**config.mk**
```make
export PLATFORM = sky130hd
export DESIGN_NAME = idli_de_m
export DESIGN_NICKNAME = d
export VERILOG_FILES = /design/src/rtl/idli_de_m.sv
export SDC_FILE = /design/constraint.sdc
export NUM_CORES = 1
export LEC_CHECK = 0
export BUFFER_PORTS_ARGS = -buffer_cell sky130_fd_sc_hd__buf_2
export CORE_MARGIN = 4
export CORE_UTILIZATION = 50
export CTS_BUF_LIST = sky130_fd_sc_hd__clkbuf_8
export DETAILED_ROUTE_END_ITERATION = 7
export GPL_ROUTABILITY_DRIVEN = 0
export PLACE_DENSITY = 0.77
export REMOVE_ABC_BUFFERS = 1
export SYNTH_ARGS = -nofsm -noshare
export SYNTH_HDL_FRONTEND = slang
export SYNTH_SLANG_ARGS = --single-unit
```
**constraint.sdc**
```tcl
create_clock -name i_de_gck -period 1.3 [get_ports i_de_gck]
set_clock_uncertainty 0.05 [all_clocks]
set_input_delay 0.26 -clock i_de_gck [delete_from_list [all_inputs] [get_ports i_de_gck]]
set_output_delay 0.26 -clock i_de_gck [all_outputs]
set_load 0.01 [all_outputs]
```
**src/rtl/idli_de_m.sv**
```systemverilog
// Decode stage: assembles four 4b nibbles (LSB first) into a 16b op and holds it
// in a single output register under a valid/accept handshake with execute.
//
// state | meaning
// ASM0  | waiting for nibble 0 (bits [3:0], field c)
// ASM1  | waiting for nibble 1 (bits [7:4], field b)
// ASM2  | waiting for nibble 2 (bits [11:8], field a)
// ASM3  | waiting for final nibble (bits [15:12], opc); stalls while output is held
module idli_de_m (
   input  logic        i_de_gck,
   input  logic        i_de_rst,
   input  logic [3:0]  i_de_instr,
   input  logic        i_de_instr_vld,
   output logic        o_de_instr_acp,
   input  logic        i_de_flush,
   output logic [15:0] o_de_op,
   output logic        o_de_op_vld,
   input  logic        i_de_op_acp
);

   typedef enum logic [1:0] {ASM0, ASM1, ASM2, ASM3} asm_state_t;

   asm_state_t  r_state;
   asm_state_t  w_state_nxt;
   logic [11:0] r_asm;
   logic        w_out_free;
   logic        w_xfer;
   logic        w_complete;

   assign w_out_free = !o_de_op_vld || i_de_op_acp;
   assign w_xfer     = i_de_instr_vld && o_de_instr_acp;
   assign w_complete = w_xfer && (r_state == ASM3);

   always_ff @(posedge i_de_gck) begin
      if (i_de_rst) begin
         r_state <= ASM0;
      end else begin
         r_state <= w_state_nxt;
      end
   end

   always_comb begin
      w_state_nxt = r_state;
      if (i_de_flush) begin
         w_state_nxt = ASM0;
      end else if (w_xfer) begin
         case (r_state)
            ASM0:    w_state_nxt = ASM1;
            ASM1:    w_state_nxt = ASM2;
            ASM2:    w_state_nxt = ASM3;
            default: w_state_nxt = ASM0;
         endcase
      end
   end

   // Acceptance depends only on state, flush and the execute side, never on i_de_instr_vld.
   always_comb begin
      o_de_instr_acp = 1'b0;
      if (!i_de_flush) begin
         o_de_instr_acp = (r_state != ASM3) || w_out_free;
      end
   end

   always_ff @(posedge i_de_gck) begin
      if (i_de_rst) begin
         r_asm <= 12'h000;
      end else if (w_xfer) begin
         case (r_state)
            ASM0:    r_asm[3:0]  <= i_de_instr;
            ASM1:    r_asm[7:4]  <= i_de_instr;
            ASM2:    r_asm[11:8] <= i_de_instr;
            default: r_asm       <= r_asm;
         endcase
      end
   end

   // The final nibble goes straight into the output register, never into r_asm.
   always_ff @(posedge i_de_gck) begin
      if (i_de_rst) begin
         o_de_op     <= 16'h0000;
         o_de_op_vld <= 1'b0;
      end else if (i_de_flush) begin
         o_de_op_vld <= 1'b0;
      end else if (w_complete) begin
         o_de_op     <= {i_de_instr, r_asm};
         o_de_op_vld <= 1'b1;
      end else if (i_de_op_acp) begin
         o_de_op_vld <= 1'b0;
      end
   end

endmodule

```
==> impl_metrics.ini <==
[power]
power_mw = 1.81
p_switching_mw = 0.383
swShare = 0.211
vdd_drop_max_v = 0.000987
leakage_nw = 0.831
pwr-share-seq = 0.532
p_comb_frac = 0.060
pwr-share-clk = 0.408
p_per_area_nw_per_um2 = 1080
p_int_mw = 1.43

[finish]
drive_above_1_share = 0.351
syn_to_final_growth_pct = 26.7
regArea_um2 = 626
final_cell_mix = nand2b_1 (33), dfxtp_1 (29), mux2i_1 (27)
fillers = 193
antennaDiodeCount = 0
layout.nets = 167
multiInputGateArea_um2 = 714
final_cell_area_um2 = 1680
final_common_cell = nand2b_1

[clocking]
cts_tree = built
cts.sinks = 31
cts_hold_buf = 0
numCtsBuffers = 5
path_clk_slew_ns = 0.05
cts_root_buffer = clkbuf_8
clock_latency_ns = 0.28
htreeDepth = 2
cts_buffer_depth = 2

[timing]
slew_viol_final = 0
rsz0062_at_grt = yes
fmaxAchievable_mhz = 715
timing.final.ws_setup_ns = -0.0978
worst_pin_slew_ns = 0.427
setup_viol = 3
slew_headroom = 0.716
tns_ns = -0.138
fin_hold_ws_ns = 0.224
hold_viol = 0
fin_crit_sh = 1.08
fin_crit_ns = 1.40

[floorplan]
die-area_um2 = 3540
pin_count = 27
rows = 18
core_um2 = 2500
die_w_um = 59.5
die_h_um = 59.5
initial_core_util = 0.530

[grt]
grt_max_degree = 36
grt-ovfl-total = 0
grt_pass1_wl_um = 4250
grt_pass1_vias = 939
grtUsageTotal = 0.164
antenna_found_initial = 0

[critical_path]
crit_path_max_incr_delay_ns = 0.35
start_kind = flip-flop
critPathRequiredTime_ns = 0.99
worstPathArrival_ns = 1.09
critPathMaxFanout = 2
cpLargestDelayFamily = flip-flops
critPathBufInv = 1
end_kind = primary output
timing.critical_path.cells = ha_4 -> nand3b_4 -> nor2b_4 -> buf_6
cp_slowest_cell = dfxtp_4
crit_type = flip-flop to primary output

[placed_design]
place_hpwl_um = 1780
post_dp_cell_area_um2 = 1510
dp_slack_ns = -0.113
port_buffers = 26

[yosys]
synthTopCellsByArea = dfxtp_1 (47%), mux2i_1 (21%), nand2b_1 (16%), ha_1 (3.8%), and3_1 (1.9%)
ys_ff_latch = 31
synth_cell_types = 20
syn_inst = 121
ys.warnings.count = 0
yosysSeqAreaShare = 0.468
yosys.area.top_type = dfxtp_1
syn_area_um2 = 1330
avgSynthCellArea_um2 = 11.0
synth_top_area_frac = 0.468

[drt]
drtPass1Iterations = 2
ant_nets = 0
via_per_inst = 5.09
drt_iter0_drc = 14
wl_per_cell_um = 13.5
via_count = 937
route.detailed.drc = 0
routed_wirelength_um = 2480

[min_path]
hold_class = primary input to flip-flop

[status]
violations = setup timing
status = finished, violations left

[run]
maxCapViolCount = 0
## cell type report
cell class                      count  share of cell area
Multi-Input combinational cell     82               0.425
Sequential cell                    31               0.373
Timing Repair Buffer               32               0.123
Clock buffer                        6              0.0492
Tap cell                           30              0.0224
Inverter                            2             0.00447
Clock inverter                      1             0.00298
## per-layer routing
layer,share of wire,vias up,GRT usage
li1,-,476,-
met1,0.42,437,0.197
met2,0.51,17,0.256
met3,0.045,7,0.0479
met4,0.025,0,0.0971
met5,0,-,0
## path summary, 6_finish.rpt
check | startpoint | to | slack, ns | cells after the start
worst max register to register | r_state[0] | r_state[1] | -0.03 | 5
worst max-delay path | r_state[0] | o_de_instr_acp | -0.1 | 4
worst min-delay path | i_de_flush | r_state[0] | 0.22 | 2
worst min register to register | o_de_op[0] | o_de_op[0] | 0.42 | 2
## cells by family after synthesis
group                      after synthesis  share of synthesized area
and+or+nand+nor                         46                      0.227
muxes                                   28                      0.212
buffers and inverters                    8                     0.0321
DFF                                     31                      0.468
adders and majority gates                4                     0.0378
AOI/OAI and AO/OA                        4                     0.0236
## stage by stage
| step | std cells | util |
|---|---|---|
| 3_5_place_dp | 175 | 0.605 |
| 6_report | 184 | 0.672 |
| 2_1_floorplan | 115 | - |
| 4_1_cts | 184 | 0.656 |
| 3_3_place_gp | 175 | 0.605 |
| 5_1_grt | 184 | 0.672 |
## power by group through the flow
| stage | clock network (mW) | logic [mW] | registers [mW] |
|---|---|---|---|
| 2_1_floorplan | 0 | 0.0556 | 0.985 |
| 4_1_cts | 0.755 | 0.0998 | 0.966 |
| 3_5_place_dp | 0 | 0.0969 | 0.986 |
| 3_3_place_gp | 0 | 0.0945 | 0.985 |
| 6_report | 0.739 | 0.108 | 0.965 |
| 5_1_grt | 0.799 | 0.121 | 0.965 |
## repair_timing
action / CTS / global route
endpoints found under the setup margin: 9 / 9
gates resized for setup: 7 / 11
pin swaps: 1 / 2
buffers inserted: 2 / 0
## synthesized netlist by cell type, drive strengths merged
cell / instances
inv: 2
a41o: 1
mux2i: 28
nand2b: 33
a21oi: 1
a2111oi: 1
buf: 2
nor2: 2
nor2b: 2
dfxtp: 31
ha: 4
nand3b: 1
nor4: 1
nand3: 3
a21boi: 1
clkbuf: 4
and3: 4
## state kept, by name (all words and copies together), names as in the netlist
register	cells
o_de_op	16
o_de_op_vld	1
r_asm	12
r_state	2
Power figures use the tool's default switching activity.
